`src/rtl/fwd_hazard_unit.sv`:
```
// ---------------------------------------------------------------------------
// fwd_hazard_unit
//
// Forwarding and load-use hazard controller for the 5-stage core. It keeps a
// shadow copy of the EXE, MEM and WB instructions. From these it drives the
// operand forwarding selects for the instruction now in EXE. It also decides
// whether the ID-stage instruction must be held while a bubble enters EXE.
//
// Configuration macro: FWD_HAZARD_FORWARD_EN
//   defined   : forwarding from MEM (select 1) and WB (select 2). The only
//               stall is one bubble per load-use pair.
//   undefined : all selects are tied to 0 (full interlock). A dependent
//               instruction waits in ID until its producer has left WB.
//
// Select encoding: 0 = own operand, 1 = ALU_res_MEM, 2 = result_WB.
//
// Ports
//   clk, rst_n         rising-edge clock, asynchronous active-low reset
//   freeze             global hold; every entry and stall_cnt keep value
//   id_valid           ID holds a real instruction
//   id_src1/id_src2    ID source registers (src2 live when id_src2_used)
//   id_is_store        ID is a store; id_st_src is live
//   id_st_src          store-data register
//   id_dest/id_wb_en   ID destination and its write enable
//   id_mem_read        ID is a load
//   val1_sel           forwarding select for val1 of the EXE instruction
//   val2_sel           forwarding select for val2 of the EXE instruction
//   ST_val_sel         forwarding select for store data of the EXE instr.
//   hazard_stall       hold PC and IF/ID; ID/EXE loads a bubble
//   stall_cnt          saturating count of non-frozen stall cycles
//
// Handshake: none. hazard_stall is a level signal. The pipeline treats it
// as "ID not accepted this cycle". It only takes effect on an edge with
// freeze=0.
// ---------------------------------------------------------------------------
module fwd_hazard_unit #(
    parameter int REG_ADDR_LEN    = 5,
    parameter int FORWARD_SEL_LEN = 2,
    parameter int CNT_LEN         = 16
) (
    input  logic                       clk,
    input  logic                       rst_n,
    input  logic                       freeze,
    input  logic                       id_valid,
    input  logic [REG_ADDR_LEN-1:0]    id_src1,
    input  logic [REG_ADDR_LEN-1:0]    id_src2,
    input  logic                       id_src2_used,
    input  logic                       id_is_store,
    input  logic [REG_ADDR_LEN-1:0]    id_st_src,
    input  logic [REG_ADDR_LEN-1:0]    id_dest,
    input  logic                       id_wb_en,
    input  logic                       id_mem_read,
    output logic [FORWARD_SEL_LEN-1:0] val1_sel,
    output logic [FORWARD_SEL_LEN-1:0] val2_sel,
    output logic [FORWARD_SEL_LEN-1:0] ST_val_sel,
    output logic                       hazard_stall,
    output logic [CNT_LEN-1:0]         stall_cnt
);

    localparam logic [FORWARD_SEL_LEN-1:0] SEL_OWN = '0;
    localparam logic [FORWARD_SEL_LEN-1:0] SEL_MEM = FORWARD_SEL_LEN'(1);
    localparam logic [FORWARD_SEL_LEN-1:0] SEL_WB  = FORWARD_SEL_LEN'(2);

    // EXE entry: producer fields plus the consumer fields used by the selects.
    logic                    exe_valid_q,     exe_valid_d;
    logic [REG_ADDR_LEN-1:0] exe_dest_q,      exe_dest_d;
    logic                    exe_wb_en_q,     exe_wb_en_d;
    logic                    exe_mem_read_q,  exe_mem_read_d;
    logic [REG_ADDR_LEN-1:0] exe_src1_q,      exe_src1_d;
    logic [REG_ADDR_LEN-1:0] exe_src2_q,      exe_src2_d;
    logic [REG_ADDR_LEN-1:0] exe_st_src_q,    exe_st_src_d;
    logic                    exe_src2_used_q, exe_src2_used_d;
    logic                    exe_is_store_q,  exe_is_store_d;

    // MEM and WB entries only act as producers. Their load flag is never
    // consulted: a load that has reached MEM no longer creates a load-use
    // bubble. So only valid/dest/wb_en are kept.
    logic                    mem_valid_q, wb_valid_q;
    logic [REG_ADDR_LEN-1:0] mem_dest_q,  wb_dest_q;
    logic                    mem_wb_en_q, wb_wb_en_q;

    logic [CNT_LEN-1:0]      stall_cnt_q, stall_cnt_d;

    // A producer matches a source when it really writes that register.
    // Register 0 is hard-wired and never forwards or stalls.
    function automatic logic producer_hit(
        input logic                    p_valid,
        input logic                    p_wb_en,
        input logic [REG_ADDR_LEN-1:0] p_dest,
        input logic [REG_ADDR_LEN-1:0] src
    );
        return p_valid && p_wb_en && (p_dest == src) && (src != '0);
    endfunction

    // A producer hits the ID instruction if it matches any live ID source.
    function automatic logic id_dep(
        input logic                    p_valid,
        input logic                    p_wb_en,
        input logic [REG_ADDR_LEN-1:0] p_dest
    );
        return producer_hit(p_valid, p_wb_en, p_dest, id_src1)
            || (id_src2_used && producer_hit(p_valid, p_wb_en, p_dest, id_src2))
            || (id_is_store  && producer_hit(p_valid, p_wb_en, p_dest, id_st_src));
    endfunction

    logic exe_hits_id;
    logic mem_hits_id;
    logic wb_hits_id;

    always_comb begin
        exe_hits_id = id_dep(exe_valid_q, exe_wb_en_q, exe_dest_q);
        mem_hits_id = id_dep(mem_valid_q, mem_wb_en_q, mem_dest_q);
        wb_hits_id  = id_dep(wb_valid_q,  wb_wb_en_q,  wb_dest_q);
    end

`ifdef FWD_HAZARD_FORWARD_EN
    // MEM is checked first, so the younger result wins when both match.
    function automatic logic [FORWARD_SEL_LEN-1:0] pick_sel(
        input logic                    live,
        input logic [REG_ADDR_LEN-1:0] src
    );
        logic [FORWARD_SEL_LEN-1:0] sel;
        sel = SEL_OWN;
        if (live) begin
            if (producer_hit(mem_valid_q, mem_wb_en_q, mem_dest_q, src)) begin
                sel = SEL_MEM;
            end else if (producer_hit(wb_valid_q, wb_wb_en_q, wb_dest_q, src)) begin
                sel = SEL_WB;
            end
        end
        return sel;
    endfunction

    always_comb begin
        val1_sel   = pick_sel(exe_valid_q,                    exe_src1_q);
        val2_sel   = pick_sel(exe_valid_q && exe_src2_used_q, exe_src2_q);
        ST_val_sel = pick_sel(exe_valid_q && exe_is_store_q,  exe_st_src_q);
    end

    // Only a load still in EXE has no result to forward yet.
    assign hazard_stall = id_valid && exe_mem_read_q && exe_hits_id;
`else
    // Full interlock: no bypass network. The consumer waits until its
    // producer has written the register file.
    assign val1_sel     = SEL_OWN;
    assign val2_sel     = SEL_OWN;
    assign ST_val_sel   = SEL_OWN;
    assign hazard_stall = id_valid && (exe_hits_id || mem_hits_id || wb_hits_id);

    // Consumer-side EXE fields only feed the bypass selects.
    logic unused_exe_fields;
    assign unused_exe_fields = ^{exe_src1_q, exe_src2_q, exe_st_src_q,
                                 exe_src2_used_q, exe_is_store_q, exe_mem_read_q};
`endif

    // Next EXE entry: the ID instruction, or an all-zero bubble on a stall.
    always_comb begin
        exe_valid_d     = 1'b0;
        exe_dest_d      = '0;
        exe_wb_en_d     = 1'b0;
        exe_mem_read_d  = 1'b0;
        exe_src1_d      = '0;
        exe_src2_d      = '0;
        exe_st_src_d    = '0;
        exe_src2_used_d = 1'b0;
        exe_is_store_d  = 1'b0;
        if (!hazard_stall) begin
            exe_valid_d     = id_valid;
            exe_dest_d      = id_dest;
            exe_wb_en_d     = id_wb_en;
            exe_mem_read_d  = id_mem_read;
            exe_src1_d      = id_src1;
            exe_src2_d      = id_src2;
            exe_st_src_d    = id_st_src;
            exe_src2_used_d = id_src2_used;
            exe_is_store_d  = id_is_store;
        end
    end

    always_comb begin
        stall_cnt_d = stall_cnt_q;
        if (hazard_stall && (stall_cnt_q != '1)) begin
            stall_cnt_d = stall_cnt_q + 1'b1;
        end
    end

    always_ff @(posedge clk or negedge rst_n) begin
        if (!rst_n) begin
            exe_valid_q     <= 1'b0;
            exe_dest_q      <= '0;
            exe_wb_en_q     <= 1'b0;
            exe_mem_read_q  <= 1'b0;
            exe_src1_q      <= '0;
            exe_src2_q      <= '0;
            exe_st_src_q    <= '0;
            exe_src2_used_q <= 1'b0;
            exe_is_store_q  <= 1'b0;
            mem_valid_q     <= 1'b0;
            mem_dest_q      <= '0;
            mem_wb_en_q     <= 1'b0;
            wb_valid_q      <= 1'b0;
            wb_dest_q       <= '0;
            wb_wb_en_q      <= 1'b0;
            stall_cnt_q     <= '0;
        end else if (!freeze) begin
            wb_valid_q      <= mem_valid_q;
            wb_dest_q       <= mem_dest_q;
            wb_wb_en_q      <= mem_wb_en_q;
            mem_valid_q     <= exe_valid_q;
            mem_dest_q      <= exe_dest_q;
            mem_wb_en_q     <= exe_wb_en_q;
            exe_valid_q     <= exe_valid_d;
            exe_dest_q      <= exe_dest_d;
            exe_wb_en_q     <= exe_wb_en_d;
            exe_mem_read_q  <= exe_mem_read_d;
            exe_src1_q      <= exe_src1_d;
            exe_src2_q      <= exe_src2_d;
            exe_st_src_q    <= exe_st_src_d;
            exe_src2_used_q <= exe_src2_used_d;
            exe_is_store_q  <= exe_is_store_d;
            stall_cnt_q     <= stall_cnt_d;
        end
    end

    assign stall_cnt = stall_cnt_q;

endmodule

```
`config.mk`:
```
export PLATFORM = sky130hd
export DESIGN_NAME = fwd_hazard_unit
export DESIGN_NICKNAME = d
export VERILOG_FILES = /design/src/rtl/fwd_hazard_unit.sv
export SDC_FILE = /design/constraint.sdc
export NUM_CORES = 1
export LEC_CHECK = 0
export CORE_ASPECT_RATIO = 1.2
export CORE_MARGIN = 5
export CORE_UTILIZATION = 46
export DETAILED_ROUTE_END_ITERATION = 10
export GPL_ROUTABILITY_DRIVEN = 0
export GPL_TIMING_DRIVEN = 1
export PLACE_DENSITY = 0.77
export SLEW_MARGIN = 20
export SYNTH_ARGS = -nofsm -noshare
export SYNTH_HDL_FRONTEND = slang
export SYNTH_SLANG_ARGS = --single-unit
```
`constraint.sdc`:
```
create_clock -name clk -period 1.87 [get_ports clk]
set_input_delay 0.187 -clock clk [delete_from_list [all_inputs] [get_ports clk]]
set_output_delay 0.187 -clock clk [all_outputs]
set_load 0.05 [all_outputs]
```
==> impl_summary.txt <==
----------------------------------------------------
[Outcome]
  Result of the run ... finished with violations
  Violated checks ... setup timing

[Routing]
  WL/cell ... ~16 µm
  Via count ... 1,934
  Total DRC errors in the routed layout ... 0
  Routed wire length ... 6140 µm
  Number of vias per cell ... approximately 5.2
  Detailed-routing iteration count for the pre-antenna-repair pass ... 4
  Remaining antenna violation count ... 0
  Number of design-rule violations left by the first detailed-router iteration ... between 70 and 80

[Global routing]
  Initial antenna violation count ... 0
  Wire length of the first global-routing pass ... approximately 9800 µm
  Vias in the first global route ... between 2,000 and 2,500
  Remaining Overflow, GRT ... 0
  Met3 Usage GRT ... roughly 3.6%
  Met2 demand-to-capacity share in global routing ... a little under two fifths
  Peak-usage layer in the global routing report ... met2
  Largest net degree at the start of global routing ... 38
  Global routing usage on met1 ... 22.3%
  Global-route total usage across every layer ... about a fifth

[Critical path]
  Startpoint of the lowest-slack register-to-register path ... exe_dest_q[0]
  Data arrival, critical path ... about 2.1 ns
  Maximum cell stage delay along the critical path ... 0.38 ns
  Number of cells on the worst reg-to-reg path ... 10
  Critical-path cell list ... buf_4 > xor2_1 > nor4_2 > a32oi_1 > o22a_1 > a31oi_4 > buf_6 > buf_12
  Kind of start point of the critical path ... flop
  Cell type group with the largest total delay on the critical path ... compound AO/OA/AOI/OAI gates
  Worst R2R Setup Slack ... -0.39 ns
  Bufs and invs on worst path ... 3
  Crit Reg-Reg Endpoint ... stall_cnt[1]
  Worst Path Class, Setup ... reg2out
  Maximum fanout count along the critical path ... 2
  Slowest cell on the critical path ... sky130_fd_sc_hd__dfrtp_1
  Crit end category ... output port
  Critical Path RT ... between 1.5 and 2 ns

[Power]
  Total power draw ... 2.32 mW
  Switching share of total power ... between 30% and 40%
  Static leakage ... 1.50 nW
  Part of the total power dissipated in sequential elements ... between 40% and 50%
  Power Density ... between 600 and 700 mW/mm²
  Sw Pwr ... 0.780 mW
  Cell-internal power ... 1.54 mW
  Combinational Power Share ... between 30% and 40%
  Clk pwr share ... roughly a quarter
  Worst supply voltage drop on vdd ... between 400 and 500 µV

[Die]
  Overall die width ... between 70 and 80 µm
  Number of top-level pins ... between 50 and 60
  Initial core utilization ... between 40% and 50%
  Die Outline Area ... between 0.006 and 0.007 mm²
  Core area ... 0.00487 mm²
  FP Rows ... 28
  Vertical die dimension ... between 80 and 90 µm

[CTS]
  Clock insertion delay at the later pin of the skew report ... just under 0.3 ns
  Clock root buffer ... sky130_fd_sc_hd__clkbuf_8
  Clock net sink count ... 37
  CTS clk-pin slew, worst paths ... 0.07 ns
  Hold buffer count at cts ... 0
  Clock buffer depth ... 2
  Number of H-tree levels ... 2
  CTS tree ... yes
  Number of CTS-inserted buffers ... 5

[Synthesis]
  Synth Instances ... between 200 and 250
  Area share of the largest cell type after synthesis ... roughly 40%
  Count of cell types in the netlist ... 35
  Cell taking the most area after synthesis ... sky130_fd_sc_hd__dfrtp_1
  Share of flip-flops with an asynchronous set or reset after synthesis ... 100%
  Flip-flop and latch count after synthesis ... 37
  Count of flip-flops with a built-in enable after synthesis ... 0
  Most area-consuming cells after synthesis ... sky130_fd_sc_hd__dfrtp_1, sky130_fd_sc_hd__xnor2_1, sky130_fd_sc_hd__xor2_1
  Sequential area share after synthesis ... about 40%
  Predominant post-synthesis flop cell ... sky130_fd_sc_hd__dfrtp_1
  Post-Syn Area per Cell ... between 10 and 15 µm²
  Syn Std Cell Area ... about 0.0023 mm²
  Yosys warning total ... 0

[STA]
  Shortest clock period the worst path allows after layout ... between 2 and 2.5 ns
  Transition time of the tightest slew-check pin ... roughly 0.52 ns
  Maximum clock skew at final layout ... between 0.005 and 0.006 ns
  Final Cycle Share ... 122%
  Unrepaired setup endpoints after global routing ... yes
  Final number of max-transition violations ... 0
  Fmax ... 0.440 GHz
  Slew HR ... roughly 65%
  Slack of the critical path ... -0.402 ns
  Number of endpoints failing setup at the final stage ... 24
  Final hold violation count ... 0

[Final layout]
  Total area of sequential cells ... 942 µm²
  Area growth from synthesis to layout ... 52.5%
  Layout fillers ... 362
  Most used cells in the layout excluding fill and tap cells ... sky130_fd_sc_hd__buf_4, sky130_fd_sc_hd__clkdlybuf4s50_1, sky130_fd_sc_hd__xor2_1
  Final Core Density ... a little under three quarters
  Share of final-layout standard cells stronger than drive strength 1 ... roughly 40%
  Area of the multi-input gates ... between 0.001 and 0.0015 mm²
  Final Cell Area ... around 0.0035 mm²
  Fin nets ... 341
  Commonest non-fill, non-tap cell in the layout ... sky130_fd_sc_hd__buf_4
  Ant. Diodes ... 0

[Hold path]
  Path class of the lowest-slack min-delay path ... in2async

[Placed design]
  Detailed placement HPWL ... approximately 4200 µm
  Area of placed instances ... a little over 0.003 mm²
  Count of input and output buffers ... 43

[Job]
  Number of max-cap violations ... 0

----------------------------------------------------
==> cell type report <==
type	count	share of cell area, %
Multi-Input combinational cell	166	42.5
Sequential cell	37	27.1
Timing Repair Buffer	99	25.5
Tap cell	60	2.16
Clock buffer	6	2.09
Inverter	3	0.324
Clock inverter	2	0.288
==> logic make-up (layout without fill, tap and decap cells) <==
| kind of cell | Yosys count | in the layout | synth area share [%] |
|---|---|---|---|
| xor gates and xnor gates | 60 | 60 | 23.1 |
| other | 1 | 6 | 0.165 |
| adders and majority gates | 1 | 1 | 0.550 |
| muxes | 15 | 15 | 7.42 |
| and+or+nand+nor | 68 | 68 | 17.6 |
| AOI/OAI and AO/OA | 16 | 16 | 6.10 |
| DFF | 37 | 37 | 40.7 |
| buffers and inverters | 16 | 110 | 4.34 |
==> flip-flops by register name (all words and copies together) (netlist names) <==
register,count
mem_wb_en_q,1
exe_wb_en_q,1
mem_valid_q,1
exe_dest_q,5
wb_wb_en_q,1
wb_valid_q,1
mem_dest_q,5
exe_valid_q,1
wb_dest_q,5
stall_cnt,16
==> how the worst max path moves through the flow <==
stage	start	to	slack (ns)	cells past startpoint
3_3_place_gp	id_st_src[3]	stall_cnt[1]	-0.61	8
3_5_place_dp	id_st_src[2]	stall_cnt[1]	-0.68	8
6_report	exe_dest_q[0]	hazard_stall	-0.40	8
5_1_grt	mem_dest_q[3]	hazard_stall	-0.47	8
4_1_cts	wb_dest_q[1]	hazard_stall	-0.36	7
2_1_floorplan	exe_dest_q[1]	stall_cnt[1]	-0.11	7
==> Yosys cell counts, types with 2 or more instances <==
cell and count:
sky130_fd_sc_hd__dfrtp_1 37, sky130_fd_sc_hd__xnor2_1 31, sky130_fd_sc_hd__xor2_1 29, sky130_fd_sc_hd__mux2_2 14
sky130_fd_sc_hd__nand2_1 11, sky130_fd_sc_hd__nand3_1 11, sky130_fd_sc_hd__and3_1 10, sky130_fd_sc_hd__nor4_1 7
sky130_fd_sc_hd__o21ai_0 7, sky130_fd_sc_hd__buf_4 6, sky130_fd_sc_hd__nand2b_1 6, sky130_fd_sc_hd__nand4_1 6
sky130_fd_sc_hd__nand3_2 5, sky130_fd_sc_hd__nor2_1 4, sky130_fd_sc_hd__clkbuf_1 3, sky130_fd_sc_hd__inv_1 3
sky130_fd_sc_hd__or4_1 3, sky130_fd_sc_hd__a32oi_1 2, sky130_fd_sc_hd__and2_1 2, sky130_fd_sc_hd__buf_6 2
==> worst register-to-register path, delay by kind of cell, from the launching register on <==
kind / cells / cell delay (ns)
xor gates and xnor gates: 1 / 0.18
and+or+nand+nor: 2 / 0.37
buffers and inverters: 3 / 0.39
muxes: 1 / 0.30
DFF: 1 / 0.38
AOI/OAI and AO/OA: 3 / 0.52
==> timing repair <==
| item | CTS | global route |
|---|---|---|
| resized for setup | 42 | 24 |
| buffers inserted | 7 | 6 |
| endpoints found under the setup margin | 24 | 24 |
| pin swaps | 23 | 13 |
==> metal layers <==
layer / part of all wire [%] / routed length [µm]
met1: 38 / 2360
met2: 53 / 3280
met3: 5.1 / 311
met4: 3.1 / 191
met5: 0 / 0
==> per-stage QoR <==
step | hold slack, ns | cells | setup TNS (ns) | worst slack (ns)
2_1_floorplan | -0.109 | 219 | -1.09 | -0.109
3_3_place_gp | 0.464 | 352 | -12.53 | -0.614
3_5_place_dp | 0.473 | 352 | -13.72 | -0.681
4_1_cts | 0.325 | 367 | -4.65 | -0.361
5_1_grt | 0.381 | 373 | -8.76 | -0.469
6_report | 0.309 | 373 | -6.92 | -0.402
==> power by group through the flow <==
stage	clock [mW]	sequential (mW)	combinational [mW]
3_3_place_gp	0	1.01	0.637
5_1_grt	0.598	1.01	0.825
3_5_place_dp	0	1.01	0.645
6_report	0.552	0.995	0.769
2_1_floorplan	0	1.05	0.309
4_1_cts	0.561	0.996	0.701
Note: power is estimated with default switching activity, not from simulation.
